## src/rtl/pipe_pkg.sv

```systemverilog
// Shared payload types for the inter-stage registers.
// Every boundary uses an all-zero word as its NOP.
package pipe_pkg;

  localparam int STAGE_W = 160;

  typedef struct packed {
    logic [31:0] pc;
    logic [31:0] pc_plus4;
    logic [31:0] instr;
    logic        pred_taken;
  } ifid_payload_t;

  typedef struct packed {
    logic [31:0] pc_plus4;
    logic [3:0]  func;
    logic [1:0]  alu_a_sel;
    logic [1:0]  alu_b_sel;
    logic [1:0]  wb_sel;
    logic        mem_re;
    logic        mem_we;
    logic        reg_we;
    logic [4:0]  rs1;
    logic [4:0]  rs2;
    logic [4:0]  rd;
    logic [31:0] imm;
    logic [31:0] jmp_tgt;
    logic [31:0] br_tgt;
    logic [31:0] instr;
    logic        ld_byte;
    logic        ld_half;
    logic        ld_unsigned;
    logic        pred_taken;
  } idex_payload_t;

  typedef struct packed {
    logic [31:0] pc_plus4;
    logic [31:0] alu_res;
    logic [31:0] st_data;
    logic [4:0]  rd;
    logic        mem_re;
    logic        mem_we;
    logic        reg_we;
    logic [1:0]  wb_sel;
    logic        ld_byte;
    logic        ld_half;
    logic        ld_unsigned;
  } exmem_payload_t;

  typedef struct packed {
    logic [31:0] wb_data;
    logic [4:0]  rd;
    logic        reg_we;
  } memwb_payload_t;

  localparam int IFID_W  = $bits(ifid_payload_t);
  localparam int IDEX_W  = $bits(idex_payload_t);
  localparam int EXMEM_W = $bits(exmem_payload_t);
  localparam int MEMWB_W = $bits(memwb_payload_t);

  localparam ifid_payload_t  IFID_NOP  = '0;
  localparam idex_payload_t  IDEX_NOP  = '0;
  localparam exmem_payload_t EXMEM_NOP = '0;
  localparam memwb_payload_t MEMWB_NOP = '0;

endpackage

```

## src/rtl/pipe_stage_reg_if.sv

```systemverilog
// Valid/ready/data bundle for one pipeline boundary.
// master drives valid/data, slave drives ready.
interface pipe_stage_reg_if
  import pipe_pkg::*;
#(
  parameter int WIDTH = STAGE_W
) ();

  logic             valid;
  logic             ready;
  logic [WIDTH-1:0] data;

  modport master (output valid, output data, input ready);
  modport slave  (input valid, input data, output ready);

endinterface

```

## src/rtl/pipe_sat_ctr.sv

```systemverilog
// Saturating event counter with synchronous clear.
// Holds at all-ones instead of wrapping.
module pipe_sat_ctr
  import pipe_pkg::*;
#(
  parameter int CNT_W = 32
) (
  input  logic             clock,
  input  logic             reset_n,
  input  logic             i_clr,
  input  logic             i_inc,
  output logic [CNT_W-1:0] o_q
);

  localparam logic [CNT_W-1:0] ONE = {{(CNT_W-1){1'b0}}, 1'b1};

  logic [CNT_W-1:0] r_q;

  // clear wins over increment; stop at all-ones
  always_ff @(posedge clock) begin
    if (!reset_n || i_clr) begin
      r_q <= '0;
    end else if (i_inc && (r_q != '1)) begin
      r_q <= r_q + ONE;
    end
  end

  assign o_q = r_q;

endmodule

```

## src/rtl/pipe_stage_reg.sv

```systemverilog
// Generic stage register: single entry or two-entry skid.
// Optional stats counters under PIPE_STAGE_STATS_EN.
module pipe_stage_reg
  import pipe_pkg::*;
#(
  parameter int WIDTH = STAGE_W,
  parameter int SKID  = 1,
  parameter int CNT_W = 32
) (
  input  logic             clock,
  input  logic             reset_n,
  pipe_stage_reg_if.slave  up,
  pipe_stage_reg_if.master dn,
  input  logic             bubble,
  input  logic             flush,
  input  logic             stat_clr,
  output logic [CNT_W-1:0] stat_stall,
  output logic [CNT_W-1:0] stat_bubble,
  output logic [CNT_W-1:0] stat_flush
);

  logic             r_m_valid;
  logic [WIDTH-1:0] r_m_data;
  logic             r_s_valid;
  logic [WIDTH-1:0] r_s_data;

  logic w_in_ready;
  logic w_in_fire;
  logic w_out_fire;
  logic w_load_m;
  logic w_load_s;
  logic w_shift;

  // skid build decouples ready from out_ready
  always_comb begin
    w_in_ready = 1'b0;
    if (reset_n && !bubble && !flush) begin
      if (SKID != 0) begin
        w_in_ready = !r_s_valid;
      end else begin
        w_in_ready = !r_m_valid || dn.ready;
      end
    end
  end

  assign w_in_fire  = up.valid & w_in_ready;
  assign w_out_fire = r_m_valid & dn.ready;
  assign w_load_m   = w_in_fire & (!r_m_valid | w_out_fire);
  assign w_load_s   = w_in_fire & r_m_valid & !w_out_fire;
  assign w_shift    = w_out_fire & r_s_valid;

  assign up.ready = w_in_ready;
  assign dn.valid = r_m_valid;
  assign dn.data  = r_m_valid ? r_m_data : '0;

  // output entry: load, refill from skid, or drain
  always_ff @(posedge clock) begin
    if (!reset_n || flush) begin
      r_m_valid <= 1'b0;
      r_m_data  <= '0;
    end else if (w_load_m) begin
      r_m_valid <= 1'b1;
      r_m_data  <= up.data;
    end else if (w_shift) begin
      r_m_valid <= 1'b1;
      r_m_data  <= r_s_data;
    end else if (w_out_fire) begin
      r_m_valid <= 1'b0;
      r_m_data  <= '0;
    end
  end

  // skid entry: catches a beat while M is stalled
  always_ff @(posedge clock) begin
    if (!reset_n || flush) begin
      r_s_valid <= 1'b0;
      r_s_data  <= '0;
    end else if (w_load_s) begin
      r_s_valid <= 1'b1;
      r_s_data  <= up.data;
    end else if (w_shift) begin
      r_s_valid <= 1'b0;
      r_s_data  <= '0;
    end
  end

`ifdef PIPE_STAGE_STATS_EN
  logic w_inc_stall;
  logic w_inc_bubble;
  logic w_inc_flush;

  assign w_inc_stall  = r_m_valid & !dn.ready;
  assign w_inc_bubble = bubble & up.valid;
  assign w_inc_flush  = flush &
                        ((r_m_valid & !w_out_fire) | r_s_valid);

  pipe_sat_ctr #(.CNT_W(CNT_W)) u_stall (
    .clock   (clock),
    .reset_n (reset_n),
    .i_clr   (stat_clr),
    .i_inc   (w_inc_stall),
    .o_q     (stat_stall)
  );

  pipe_sat_ctr #(.CNT_W(CNT_W)) u_bubble (
    .clock   (clock),
    .reset_n (reset_n),
    .i_clr   (stat_clr),
    .i_inc   (w_inc_bubble),
    .o_q     (stat_bubble)
  );

  pipe_sat_ctr #(.CNT_W(CNT_W)) u_flush (
    .clock   (clock),
    .reset_n (reset_n),
    .i_clr   (stat_clr),
    .i_inc   (w_inc_flush),
    .o_q     (stat_flush)
  );
`else
  logic w_unused_stat_clr;
  assign w_unused_stat_clr = stat_clr;
  assign stat_stall  = '0;
  assign stat_bubble = '0;
  assign stat_flush  = '0;
`endif

endmodule

```

## src/flat_wrapper.sv

```systemverilog
// flat-port wrapper written by rule: the top's interface ports become plain ports
module pipe_stage_reg_flat import pipe_pkg::*;
#(
  parameter int WIDTH = STAGE_W,
  parameter int SKID  = 1,
  parameter int CNT_W = 32
)
  (clock, reset_n, bubble, flush, stat_clr, stat_stall, stat_bubble, stat_flush, up_valid, up_data, up_ready, dn_valid, dn_data, dn_ready);
  pipe_stage_reg_if #(.WIDTH(WIDTH)) up_i ();
  pipe_stage_reg_if #(.WIDTH(WIDTH)) dn_i ();
  input  logic clock;
  input  logic reset_n;
  input  logic bubble;
  input  logic flush;
  input  logic stat_clr;
  output logic [CNT_W-1:0] stat_stall;
  output logic [CNT_W-1:0] stat_bubble;
  output logic [CNT_W-1:0] stat_flush;
  input wire logic [$bits(up_i.valid)-1:0] up_valid;
  input wire logic [$bits(up_i.data)-1:0] up_data;
  output wire logic [$bits(up_i.ready)-1:0] up_ready;
  output wire logic [$bits(dn_i.valid)-1:0] dn_valid;
  output wire logic [$bits(dn_i.data)-1:0] dn_data;
  input wire logic [$bits(dn_i.ready)-1:0] dn_ready;
  assign up_i.valid = up_valid;
  assign up_i.data = up_data;
  assign up_ready = up_i.ready;
  assign dn_valid = dn_i.valid;
  assign dn_data = dn_i.data;
  assign dn_i.ready = dn_ready;
  pipe_stage_reg #(.WIDTH(WIDTH), .SKID(SKID), .CNT_W(CNT_W)) u_core (.clock(clock), .reset_n(reset_n), .up(up_i), .dn(dn_i), .bubble(bubble), .flush(flush), .stat_clr(stat_clr), .stat_stall(stat_stall), .stat_bubble(stat_bubble), .stat_flush(stat_flush));
endmodule
```

## config.mk

```make
export PLATFORM = sky130hd
export DESIGN_NAME = pipe_stage_reg_flat
export DESIGN_NICKNAME = d
export VERILOG_FILES = /design/src/rtl/pipe_pkg.sv /design/src/rtl/pipe_stage_reg_if.sv /design/src/rtl/pipe_sat_ctr.sv /design/src/rtl/pipe_stage_reg.sv /design/src/flat_wrapper.sv
export SDC_FILE = /design/constraint.sdc
export NUM_CORES = 1
export LEC_CHECK = 0
export CAP_MARGIN = 20
export CELL_PAD_IN_SITES_DETAIL_PLACEMENT = 0
export CELL_PAD_IN_SITES_GLOBAL_PLACEMENT = 1
export CORE_MARGIN = 2
export CORE_UTILIZATION = 35
export DETAILED_ROUTE_END_ITERATION = 12
export GPL_ROUTABILITY_DRIVEN = 1
export HOLD_SLACK_MARGIN = 0.03
export PLACE_DENSITY_LB_ADDON = 0.25
export SLEW_MARGIN = 20
export SYNTH_ARGS = -nofsm -noshare
export SYNTH_HDL_FRONTEND = slang
export SYNTH_SLANG_ARGS = --single-unit
```

## constraint.sdc

```tcl
create_clock -name clock -period 1.86 [get_ports clock]
set_input_delay 0.372 -clock clock [delete_from_list [all_inputs] [get_ports clock]]
set_output_delay 0.372 -clock clock [all_outputs]
set_load 0.01 [all_outputs]
```

-- Word-level counts from Yosys, hierarchy flattened
Cells that the tools add are included.
Widths: inputs -> output; s select.
- latch bits: 0
- bits in writable memories: 0
- memories kept: 0
- input bits: 167
- register bits after elaboration: 322
- ROM bits: 0
- word-level logic and storage cells: 34
- $mul: 0
- add/sub/neg operators: 0
- equal/unequal tests: 0
- order comparisons: 0
- reductions and logical operators: 11
- divide/modulo/power cells: 0
- mux-type cells: 12
- shift operators: 0
- bitwise logic cells: 7
- operators with widths (cell ; count):
    $mux 160 ; 6
    $and 1x1->1 ; 6
    $logic_not 1->1 ; 6
    $mux 1 ; 6
    $reduce_bool 3->1 ; 1
    $logic_and 1x1->1 ; 2
    $reduce_bool 2->1 ; 1
    $logic_or 1x1->1 ; 1
    $or 1x1->1 ; 1

-- Longest topological paths before layout
Gate-level depths: netlist (run 1).
- depth after elaboration: 8
- mapped depth: 8
- depth with buffers taken out: 3

-- Worst setup path after synthesis (run 1)
OpenSTA, ideal clock, no wires.
- kind: register -> output
- from: register u_core.r_m_valid (netlist: u_core.dn.valid)
- to: output dn_data[100]
- setup slack: 59 ps
- stages on the path, launching flop included: 6
- data arrival time: 1429 ps
- buffers on the path: 4
- data required time: 1488 ps
- cell sequence: dfxtp_1 > buf_2 > clkbuf_1 > clkbuf_1 > clkbuf_1 > and2_1
- cells in the longest elaborated chain, start to end: 1
- ends and longest elaborated chain (what ; RTL line ; source):
    from (decl) ; pipe_stage_reg.sv:22 ; logic r_m_valid;
    from (signal assigned) ; pipe_stage_reg.sv:59 ; r_m_valid <= 1'b0;
    from (signal assigned) ; pipe_stage_reg.sv:62 ; r_m_valid <= 1'b1;
    from (signal assigned) ; pipe_stage_reg.sv:65 ; r_m_valid <= 1'b1;
    $mux 160 ; pipe_stage_reg.sv:54 ; assign dn.data = r_m_valid ? r_m_data : '0;
    to (decl) ; flat_wrapper.sv:23 ; output wire logic [$bits(dn_i.data)-1:0] dn_data;
Every way passes these cells.

-- Worst setup path in the final report (run 1)
- from: register u_core.r_m_valid (netlist: u_core.dn.valid)
- to: output dn_data[153]
Same word-level chain as after synthesis.

==> impl_metrics.json, run 1 <==
{
  "synth-seq-cells": 322,
  "dieHeight_um": 207,
  "register_area_um2": 6450,
  "hold_violations": 0,
  "synth_edf_count": 0,
  "io_buffers": 327,
  "ys_warn_count": 0,
  "critPathKind": "flip-flop to primary output",
  "clockBufferDepth": 3,
  "crit_fanout": 23,
  "cp.required_ns": 1.49,
  "min_from": "up_data[134]",
  "yosysTopAreaCellShare": 0.449,
  "gp_congestion": 0.772,
  "via_per_inst": 5.54,
  "status": "complete, but fails checks",
  "preCtsSetupSlack_ns": -0.315,
  "power.density_nw_per_um2": 780,
  "antenna_found_initial": 5,
  "place_hpwl_mm": 29.4,
  "cts_tree": "built",
  "worst_r2r_path_depth": 8,
  "yosysMostFrequentCell": "dfxtp_1",
  "track_usage": 0.213,
  "ys_seq_area_frac": 0.449,
  "wl_per_cell_um": 20.7,
  "start_util": 0.353,
  "dr.pass1.iters": 6,
  "r2r_slack_ns": -0.23,
  "fp-row-count": 74,
  "setup_viol": 371,
  "period_needed_ns": 2.24,
  "synth_top_area_cell": "dfxtp_1",
  "finalSetupTns_ns": -49.72,
  "area.growth.synth_to_final_pct": 42.0,
  "synthArstFlopShare": 0,
  "grt_max_degree": 49,
  "p_leak_nw": 8.70,
  "holdBufCountCts": 0,
  "synth_area_um2": 14400,
  "ant_nets": 0,
  "clock_latency_ns": 0.53,
  "min_period_over_period": 1.20,
  "core_um2": 40600,
  "post-route-util": 0.501,
  "drcViolationCount": 0,
  "cts_sinks": 322,
  "violations": "negative setup slack",
  "r2r_end": "u_core.r_m_data[106]",
  "syn_avg_cell_area_um2": 9.02,
  "drive_above_1_share": 0.203,
  "hold_path.class": "primary input to flip-flop",
  "end_kind": "primary output",
  "clock-root-buffer": "clkbuf_16",
  "cts.clk_slew.worst_paths_ns": 0.06,
  "yosysUniqueCellTypes": 24,
  "cts_buffers": 37,
  "ioPinCount": 425,
  "netlist_top_cells_count": "322 x dfxtp_1, 162 x and3_1, 161 x nand3_1",
  "die_area_um2": 42600,
  "synthFlopType": "dfxtp_1",
  "multiInputGateArea_um2": 6880,
  "maxCapViolations": 0,
  "overflow": 0,
  "final_nets": 2090,
  "fillers": 3804,
  "grt_pass1_wl_mm": 72.2,
  "rsz0062_at_grt": "yes",
  "htree_levels": 2,
  "finClkSkew_ns": 0.0141,
  "synth_area_leaders": "dfxtp_1 45%, a221o_1 11%, and3_1 7.1%",
  "ir_drop_mv": 0.433,
  "whs_path_depth": 3,
  "fp.dieW_um": 207,
  "worstReg2RegStart": "u_core.dn.valid",
  "min_to": "u_core.r_s_data[134]",
  "first_iter_violations": 1227,
  "grt_pass1_vias": 12492,
  "finalWorstSetupSlack_ns": -0.381,
  "startpoint_type": "flip-flop",
  "finalMaxSlewViolations": 0,
  "synthCells": 1592,
  "critical_path_arrival_ns": 1.87,
  "drt_wl_total_mm": 51.4,
  "fmax_mhz": 446,
  "vias": 13768
}
==> cell families after synthesis <==
| group | Yosys count | synth area share |
|---|---|---|
| AO/OA/AOI/OAI | 324 | 0.170 |
| buffers and inverters | 293 | 0.111 |
| flip-flops | 322 | 0.449 |
| other | 1 | 0.000261 |
| AND/OR/NAND/NOR | 652 | 0.271 |
==> power by group <==
group	leakage [nW]	switching (mW)	internal, mW
Sequential	2.60	0.0533	6.98
Combinational	5.50	0.742	0.720
Clock	0.600	2.96	4.43
==> per-stage QoR <==
stage	std cells	hold slack [ns]	area (um^2)	total power, mW
finish	2486	0.453	20400	15.9
global route	2485	0.449	20400	16.4
CTS	2445	0.420	19900	15.9
detailed placement	2366	0.458	18500	8.46
global placement	2366	0.450	18500	8.46
floorplan	1687	0.443	14700	7.80
==> flip-flops by register name, summed over array words and instances (netlist names) <==
| name | flops |
|---|---|
| u_core.r_m_data | 160 |
| u_core.r_s_valid | 1 |
| u_core.r_s_data | 160 |
| u_core.dn.valid | 1 |
==> metal layers <==
| metal | wire length, um | part of all wire | up-vias | track usage |
|---|---|---|---|---|
| met1 | 23800 | 0.46 | 6706 | 0.312 |
| li1 | - | - | 6432 | - |
| met5 | 47 | 0.00091 | - | 0 |
| met3 | 3740 | 0.073 | 50 | 0.0415 |
| met2 | 23000 | 0.45 | 574 | 0.317 |
| met4 | 838 | 0.016 | 6 | 0.0579 |
==> cells in the final DEF (no fill, tap or decap), types with 9 or more instances in the layout <==
master and instances:
dfxtp_1 321, clkdlybuf4s50_1 185, and3_1 160, a221o_1 160, nand3_1 160, nand4_1 160
o21ai_0 160, and2_1 124, conb_1 96, buf_4 74, clkbuf_16 54, clkbuf_2 52
buf_6 45, buf_12 45, and2_4 36, buf_2 36, clkbuf_1 10, clkdlybuf4s15_2 9
==> critical path: stages (launching register included) <==
cell	delay, ns
dfxtp_4	0.41
buf_8	0.18
and2_1	0.19
clkdlybuf4s50_1	0.55
==> timing repair <==
| action | CTS | global route |
|---|---|---|
| setup endpoints to repair | 167 | 481 |
| gates resized for setup | 323 | 228 |
| pin swaps | 0 | 2 |
| buffers inserted | 8 | 16 |
| cloned | 4 | 23 |
==> how the worst max path moves through the flow <==
stage                    start            to  cells after the start
2_1_floorplan  u_core.dn.valid  dn_data[100]                      5
3_3_place_gp            bubble      up_ready                      4
3_5_place_dp            bubble      up_ready                      4
4_1_cts        u_core.dn.valid  dn_data[119]                      4
5_1_grt        u_core.dn.valid  dn_data[153]                      3
6_report       u_core.dn.valid  dn_data[153]                      3
==> final cells by class <==
cell class              instances  area share
repair buffers                486       0.253
flip-flops and latches        322       0.317
well taps                     532      0.0327
inverters                       1    0.000184
clock inverters                14     0.00755
multi-input cells            1075       0.338
clock buffers                  53      0.0524
diodes                          3    0.000368
(Power assumes the default switching activity.)
==> run 2, diff against run 1 <==
Settings changed: CORE_UTILIZATION 35 to 32, CTS_CLUSTER_SIZE set to 8.
Clock period 1.86 ns to 1.8 ns, I/O delays scaled along.
==> run 2 against run 1 <==
Compared with the run above: the flow still finishes with violations (negative setup slack); combinational power is essentially flat; critical path type unchanged; wire length down 2.2%; design area is 0.32% higher; sequential share of layout area fell by 0.095 points; clock skew rose by 0.0036 ns; first-iteration DRC count shrank 26%; worst setup slack better by 0.15 ns; die area grew 9.2%; power increased by 5.0%; clock power rose by 7.2%; largest cell class unchanged; via count shrank 0.56%.
==> impl_metrics.json, run 2 (synthesis gave the netlist of run 1 again) <==
{
  "htree_levels": 2,
  "cts.clk_slew.worst_paths_ns": 0.05,
  "cts_sinks": 322,
  "crit_fanout": 8,
  "setup_viol": 304,
  "p_leak_nw": 8.80,
  "min_to": "u_core.r_s_data[139]",
  "diodes": 0,
  "final_nets": 2118,
  "antenna_found_initial": 7,
  "grt_max_degree": 84,
  "critPathKind": "flip-flop to primary output",
  "startpoint_type": "flip-flop",
  "top_regs": "u_core.r_m_data (160), u_core.r_s_data (160)",
  "io_buffers": 327,
  "post-route-util": 0.462,
  "ioPinCount": 425,
  "dieHeight_um": 216,
  "vias": 13691,
  "end_kind": "primary output",
  "status": "complete, but fails checks",
  "drcViolationCount": 0,
  "gp_congestion": 0.765,
  "r2r_end": "u_core.r_m_data[142]",
  "drt_wl_total_mm": 50.3,
  "cts_tree": "built",
  "finalMaxSlewViolations": 0,
  "track_usage": 0.196,
  "worstReg2RegStart": "u_core.dn.valid",
  "grt_pass1_vias": 12914,
  "violations": "negative setup slack",
  "die_area_um2": 46600,
  "hold_violations": 0,
  "power_mw": 16.7,
  "power.density_nw_per_um2": 816,
  "fp-row-count": 77,
  "fillers": 4215,
  "r2r_slack_ns": -0.18,
  "rsz0062_at_grt": "yes",
  "cts_buffers": 46,
  "hold_path.class": "primary input to flip-flop",
  "fp.dieW_um": 216,
  "min_period_over_period": 1.13,
  "preCtsSetupSlack_ns": -0.450,
  "grt_pass1_wl_mm": 73.7,
  "whs_path_depth": 3,
  "min_from": "up_data[139]",
  "finClkSkew_ns": 0.0176,
  "worst_r2r_path_depth": 9,
  "fmax_mhz": 491,
  "cp.required_ns": 1.44,
  "ant_nets": 0,
  "drive_above_1_share": 0.224,
  "final_common_cell": "dfxtp_1",
  "place_hpwl_mm": 31.5,
  "via_per_inst": 5.37,
  "period_needed_ns": 2.04,
  "ir_drop_mv": 0.572,
  "core_um2": 44200,
  "clock_latency_ns": 0.57,
  "dr.pass1.iters": 5,
  "critical_path_arrival_ns": 1.68,
  "clockBufferDepth": 3,
  "clock-root-buffer": "clkbuf_16",
  "area.growth.synth_to_final_pct": 42.4,
  "overflow": 0,
  "finalWorstSetupSlack_ns": -0.235,
  "finalSetupTns_ns": -45.89,
  "worst_hold_slack_ns": 0.404,
  "maxCapViolations": 0,
  "start_util": 0.325,
  "wl_per_cell_um": 19.7,
  "first_iter_violations": 906,
  "holdBufCountCts": 0,
  "layout_common_cells": "320 x dfxtp_1, 165 x clkdlybuf4s50_1"
}
run 2: changes by cell type in the layout (fill, tap and decap cells not counted), sizes merged:
| cell | delta |
|---|---|
| buf | +38 |
| clkdlybuf4s50 | -20 |
| clkbuf | +17 |
| clkinv | -8 |
| clkdlybuf4s15 | -5 |
| dlygate4sd2 | -4 |
| and3b | -3 |
| bufinv | -3 |
| diode | -3 |
| dlymetal6s2s | -3 |
| clkinvlp | -2 |
| inv | -1 |
run 2: area by class of cell:
class | instances | area, um^2 | area share
repair buffers | 508 | 5140 | 0.251
inverters | 1 | 3.75 | 0.000184
well taps | 592 | 741 | 0.0362
multi-input cells | 1072 | 6840 | 0.335
flip-flops and latches | 322 | 6450 | 0.316
clock buffers | 54 | 1260 | 0.0619
run 2: layer usage:
layer / up-vias / GRT usage / wire, um
met5: - / 0 / 77
met4: 12 / 0.0614 / 1020
li1: 6460 / - / -
met3: 79 / 0.0458 / 3570
met1: 6623 / 0.272 / 23200
met2: 517 / 0.299 / 22400
run 2: power breakdown:
group | switching (mW) | internal [mW]
registers | 0.0520 | 7.23
logic | 0.746 | 0.738
clock network | 3.08 | 4.83
run 2: critical path, stage by stage, from the launching register on:
cell	delay (ns)
dfxtp_4	0.36
buf_12	0.16
buf_8	0.15
buf_6	0.14
and2_1	0.14
buf_2	0.13
run 2: how the worst max path moves through the flow:
| stage | start | end | slack (ns) | cells past startpoint |
|---|---|---|---|---|
| 6_report | u_core.dn.valid | dn_data[142] | -0.24 | 5 |
| 5_1_grt | u_core.dn.valid | dn_data[142] | -0.29 | 5 |
| 4_1_cts | u_core.dn.valid | dn_data[52] | -0.59 | 4 |
| 3_5_place_dp | bubble | u_core.r_s_data[34] | -0.45 | 8 |
| 3_3_place_gp | bubble | up_ready | -0.52 | 4 |
| 2_1_floorplan | u_core.dn.valid | dn_data[100] | 0.01 | 5 |
run 2: stage by stage:
step | instance area [um^2] | std cells
after floorplan | 14700 | 1687
after global placement | 19100 | 2469
after detailed placement | 19100 | 2469
after CTS | 20500 | 2528
after global routing | 20400 | 2549
final | 20400 | 2549
run 2: what timing repair did:
item,in CTS,in global routing
resized for setup,229,364
pin swaps,1,0
setup endpoints to repair,163,474
buffers inserted,6,7
cloned,0,14
==> run 3, diff against run 2 <==
--- a/constraint.sdc
+++ b/constraint.sdc
@@ -3,2 +3,2 @@
 set_output_delay 0.36 -clock clock [all_outputs]
-set_load 0.01 [all_outputs]
+set_load 0.005 [all_outputs]
==> run 3 against run 2 <==
Compared with the run above: the run still ends with negative setup slack left; worst setup slack worse by 0.15 ns; hold slack worse by 0.014 ns; die area stayed put; clock power is 1% lower; sequential share of layout area is 4.1 points lower; count of clock-buffer cells in the layout is 5 lower; fmax is 6.7% lower; first-iteration DRC count is 45% higher; largest power group unchanged.
==> impl_metrics.json, run 3 (synthesis gave the netlist of run 1 again) <==
{
  "status": "complete, but fails checks",
  "violations": "negative setup slack",
  "hold_violations": 0,
  "vias": 14851,
  "hold_path.class": "primary input to flip-flop",
  "cpMostUsedCell": "buf_6",
  "ant_nets": 0,
  "area.growth.synth_to_final_pct": 63.6,
  "fp.dieW_um": 216,
  "final_common_cell": "dfxtp_1",
  "finalMaxSlewViolations": 0,
  "maxCapViolations": 0,
  "place_hpwl_mm": 29.6,
  "finalWorstSetupSlack_ns": -0.381,
  "critPathMaxStageDelay_ns": 0.37,
  "crit_family": "buffers and inverters",
  "period_needed_ns": 2.18,
  "rsz0062_at_grt": "yes",
  "grtUsageMet1": 0.293,
  "gp_congestion": 0.755,
  "p_leak_nw": 10.1,
  "fillers": 3907,
  "htree_levels": 2,
  "clock_latency_ns": 0.57,
  "clock-root-buffer": "clkbuf_16",
  "fp-row-count": 77,
  "met3_usage": 0.0478,
  "drcViolationCount": 0,
  "power_mw": 16.9,
  "die_area_um2": 46600,
  "setup_viol": 481,
  "min_period_over_period": 1.21,
  "top_regs": "u_core.r_m_data (160), u_core.r_s_data (160)",
  "ir_drop_mv": 0.588,
  "cp_slowest_cell": "dfxtp_4",
  "io_buffers": 327,
  "grt_pass1_wl_mm": 76.4,
  "overflow": 0,
  "first_iter_violations": 1315,
  "grt_max_degree": 85,
  "track_usage": 0.205,
  "cp.required_ns": 1.44,
  "fmax_mhz": 459,
  "preCtsSetupSlack_ns": -0.534,
  "cts_buffers": 46,
  "dr.pass1.iters": 5,
  "drt_wl_total_mm": 65.2,
  "drive_above_1_share": 0.324,
  "cts_tree": "built",
  "dieHeight_um": 216,
  "met2_usage": 0.307,
  "finClkSkew_ns": 0.0178,
  "startpoint_type": "flip-flop",
  "clockBufferDepth": 3,
  "critical_path_arrival_ns": 1.82,
  "cts.clk_slew.worst_paths_ns": 0.05,
  "cp_cell_sequence": "buf_8, buf_16, buf_12, buf_6, buf_6, and2_4, buf_6",
  "crit_fanout": 6,
  "layout_common_cells": "320 x dfxtp_1, 164 x clkdlybuf4s50_1, 160 x a221o_1, 160 x nand4_1, 156 x and3_1",
  "antenna_found_initial": 5,
  "core_um2": 44200,
  "end_kind": "primary output",
  "via_per_inst": 5.61,
  "critPathKind": "flip-flop to primary output",
  "finalSetupTns_ns": -103.80,
  "slew_headroom": 0.621,
  "power.density_nw_per_um2": 721,
  "worst_pin_slew_ns": 0.567,
  "final_nets": 2214,
  "wl_per_cell_um": 24.6,
  "ioPinCount": 425,
  "cts_sinks": 322,
  "top_usage_layer": "met2",
  "grt_pass1_vias": 12802,
  "start_util": 0.325,
  "crit_buf_inv": 6
}
## run 3: cell types whose count changed in the layout (fill, tap and decap cells not counted), moves of 42 or more
cell	previous run	this run
and2_4	36	126
and2_1	124	34
o21ai_0	160	58
o21ai_1	0	69
clkbuf_16	58	100
buf_6	39	132
## run 3: power by group
part | switching [mW] | internal (mW)
logic | 0.845 | 0.948
registers | 0.0588 | 7.23
clock network | 3.18 | 4.66
## run 3: per-stage QoR
stage	area, um^2	hold slack (ns)	utilization	std cells
2_1_floorplan	14700	0.443	-	1687
3_3_place_gp	18600	0.449	0.420	2426
3_5_place_dp	18600	0.456	0.420	2426
4_1_cts	20500	0.375	0.463	2517
5_1_grt	23500	0.389	0.531	2646
6_report	23500	0.390	0.531	2647
## run 3: tightest hold or removal path, stage by stage
cell             delay [ns]
clkdlybuf4s50_1        0.42
nand4_1                0.07
o21ai_1                0.06
## run 3: path summary, 6_finish.rpt
kind | start | end | slack (ns) | cells after the start
hold reg to reg | u_core.r_s_data[153] | u_core.r_s_data[153] | 0.45 | 2
hold / removal | up_data[97] | u_core.r_s_data[97] | 0.39 | 3
setup / recovery | u_core.dn.valid | dn_data[78] | -0.38 | 7
setup reg to reg | u_core.dn.valid | u_core.r_m_data[80] | -0.36 | 9
## run 3: layer usage
layer	up-vias	share of wire
met2	753	0.45
li1	6696	-
met5	-	0.00051
met1	7313	0.45
met4	6	0.017
met3	83	0.084
## run 3: final cells by class
cell class | instances | area (um^2) | share of cell area
Multi-Input combinational cell | 1074 | 7290 | 0.311
Inverter | 1 | 3.75 | 0.000160
Tap cell | 592 | 741 | 0.0316
Clock inverter | 4 | 63.8 | 0.00272
Timing Repair Buffer | 602 | 7750 | 0.330
Antenna cell | 3 | 7.51 | 0.000320
Clock buffer | 49 | 1160 | 0.0495
Sequential cell | 322 | 6450 | 0.275
## run 3: repair_timing
item                                    in CTS  in global routing
hold buffers                                 0                  0
pin swaps                                    0                 43
buffers inserted                            26                 49
gates cloned                                12                 88
gates resized for setup                    417                631
endpoints found under the setup margin     228                482
==> patch, RTL diff (flow settings as in run 2) <==
`CNT_W` is set to 32 in 2 places; all go to 24.
--- a/src/rtl/pipe_stage_reg.sv
+++ b/src/rtl/pipe_stage_reg.sv
@@ -6,5 +6,5 @@
   parameter int WIDTH = STAGE_W,
   parameter int SKID  = 1,
-  parameter int CNT_W = 32
+  parameter int CNT_W = 24
 ) (
   input  logic             clock,
--- a/src/flat_wrapper.sv
+++ b/src/flat_wrapper.sv
@@ -4,5 +4,5 @@
   parameter int WIDTH = STAGE_W,
   parameter int SKID  = 1,
-  parameter int CNT_W = 32
+  parameter int CNT_W = 24
 )
   (clock, reset_n, bubble, flush, stat_clr, stat_stall, stat_bubble, stat_flush, up_valid, up_data, up_ready, dn_valid, dn_data, dn_ready);
Interface: changed (resized stat_bubble, stat_flush and stat_stall); port bits go from 425 to 401. The function was not compared with the original's and may differ.
==> patch against run 2 <==
  * The flow still finishes with violations (negative setup slack)
  * Sequential cell count unchanged
  * Design area rose by 9.4%
  * Global-route usage up 1.1 points
  * Routed wire length is 14% higher
  * Power rose by 0.22%
  * Worst setup slack worse by 0.051 ns
  * Synthesized area decreased by 1.3%
  * Register-to-register slack better by 0.02 ns
  * Sequential power about the same
  * First-iteration DRC count up 27%
  * Largest cell class unchanged
  * Largest power group unchanged
  * Highest routed layer unchanged
==> patch: results (changes against run 2) <==
Run status
  • Status: complete, but fails checks
  • Failing checks: negative setup slack

Synth
  • Part of the Yosys area used for sequential elements: 45.5% (+0.57 points)
  • Ys Warns: 0 (unchanged)
  • Synth Register Bits: 322 (unchanged)
  • Ys async rst share: 0% (unchanged)
  • Yosys top cell area share: 45.5% (+0.57 points)
  • Cell variety after synth: 24 (unchanged)
  • Ys flop type: dfxtp_1
  • Commonest cells post-synth: dfxtp_1 (322), and3_1 (162), nand3_1 (161)
  • Post-Synthesis Cells: 1568 (-1.5%)
  • Synth area leaders: dfxtp_1 (45%), a221o_1 (11%), and3_1 (7.2%)

Finish
  • Largest regs: u_core.r_m_data: 160 flops, u_core.r_s_data: 160 flops
  • Fillers: 3994 (-5.2%)
  • Final net count: 2135 (+0.80%)
  • Layout cells sized above 1: 29.0% (+6.6 points)

Routing
  • Initial DRT Pass Iterations: 6 (+1)
  • Vias: 14200 (+3.4%)
  • Violation count after the first detailed-route iteration: 1151 (+27%)
  • Routed vias/inst: 5.52 (+2.7%)
  • ANT nets after route: 0 (unchanged)
  • DRT Wirelength: 57300 µm (+14%)

Timing
  • Count of final setup violators: 378 (+24%)
  • Worst setup slack after layout: -0.286 ns (-0.0512 ns)
  • Setup TNS: -39.12 ns (+6.76 ns)
  • Clock skew: 0.0171 ns (-0.000540 ns)

Clocking
  • Num CTS Buffers: 46 (unchanged)
  • Clock tree buffer depth: 3 (unchanged)
  • Max H-tree Level: 2 (unchanged)
  • Root cell of the clock tree: clkbuf_16
  • Worst skew pair latency: 0.57 ns (about the same)
  • Reg clk slew, reported paths: 0.06 ns

Global route
  • First-pass GRT wire length: 76300 µm (+3.6%)
  • GR Util met2: 32.5% (+2.5 points)
  • Vias in the first global route: 12800 (-0.70%)
  • Largest net degree at the start of global routing: 82 (-2.4%)
  • GR Layer Usage met1: 28.5% (+1.3 points)
  • Antenna violations before repair: 5 (-2)
  • GRT Util Overall: 20.7% (+1.1 points)
  • M3 GR Usage: 4.57% (-0.013 points)

Min path
  • Hold/Removal Path Class: primary input to flop
  • Hold_sp: up_data[134]
  • Hold endpoint: u_core.r_s_data[134]
  • Min-Delay Path Depth: 3 (unchanged)

Critical path
  • Reg2reg start: u_core.dn.valid
  • CP arrival: 1.73 ns (+0.05 ns)
  • Worst-path fanout max: 7 (-1)
  • Worst R2R Setup Slack: -0.16 ns (+0.02 ns)
  • Cells on worst reg2reg path: 8 (-1)
  • RR Endpoint: u_core.r_m_data[60]

Pwr
  • Worst vdd ir: 0.000530 V (-7.3%)
  • LEAKAGE: 9.39 nW (+6.7%)

Placement
  • GPL Wtd Cong: 0.764 (-0.13%)
  • Area after DPL: 18800 µm² (-1.7%)
  • Port bufs: 327 (unchanged)
  • Post-DP HPWL: 30200 µm (-4.0%)
  • Cell count after placement: 2418 (-2.1%)
patch: cell types whose count changed in the layout (fill, tap and decap cells not counted), sizes merged:
cell / delta
clkbuf: -46
dlymetal6s2s: -3
and3: +3
conb: -24
diode: +2
inv: +1
buf: +84
bufinv: +1
clkdlybuf4s50: -1
patch: per-layer routing:
metal,part of all wire (%),vias up,routed length [µm]
li1,-,6545,-
met1,45,6912,25800
met2,46,613,26400
met3,7.0,79,4030
met4,1.8,8,1010
met5,0.099,-,57
patch: repair_timing:
item	in CTS	in global routing
buffers inserted	18	10
cloned	14	55
hold buffers	0	0
gates resized for setup	817	179
endpoints found under the setup margin	162	471
pin swaps	4	75
patch: critical path: stages (launching register included):
cell     delay (ns)
dfxtp_4        0.36
buf_12         0.16
buf_8          0.14
buf_16         0.14
buf_12         0.12
and2_4         0.13
buf_6          0.11
patch: worst max path at each step:
| stage | start | endpoint | slack (ns) | cells after the start |
|---|---|---|---|---|
| after floorplan | u_core.dn.valid | dn_data[100] | 0.01 | 5 |
| after global placement | bubble | up_ready | -0.51 | 3 |
| after detailed placement | bubble | up_ready | -0.53 | 3 |
| after CTS | u_core.dn.valid | dn_data[117] | -0.32 | 6 |
| after global routing | u_core.dn.valid | dn_data[117] | -0.31 | 6 |
| final | u_core.dn.valid | dn_data[117] | -0.29 | 6 |
patch: power by group:
group	switching, mW	internal (mW)
clock	3.11	4.72
sequential	0.0556	7.23
combinational	0.780	0.827
patch: per-stage QoR:
step                hold slack [ns]  setup slack (ns)
floorplan                     0.443            0.0113
global placement              0.450            -0.514
detailed placement            0.458            -0.525
CTS                           0.370            -0.317
global route                  0.419            -0.311
finish                        0.396            -0.286
patch: cells by family after synthesis:
logic type,after synthesis,share of synthesized area [%]
other cells,1,0.0265
flops,322,45.5
compound gates,324,17.2
buf+inv,269,9.92
simple gates,652,27.4
patch: area by class of cell:
type,count,area [µm²],share of cell area (%)
multi-input combinational,1051,7020,31.4
antenna,2,5.00,0.0224
clock inverter,2,38.8,0.173
timing repair buffer,546,6910,30.9
clock buffer,50,1190,5.31
sequential,322,6450,28.8
inverter,1,3.75,0.0168
tap,592,741,3.31
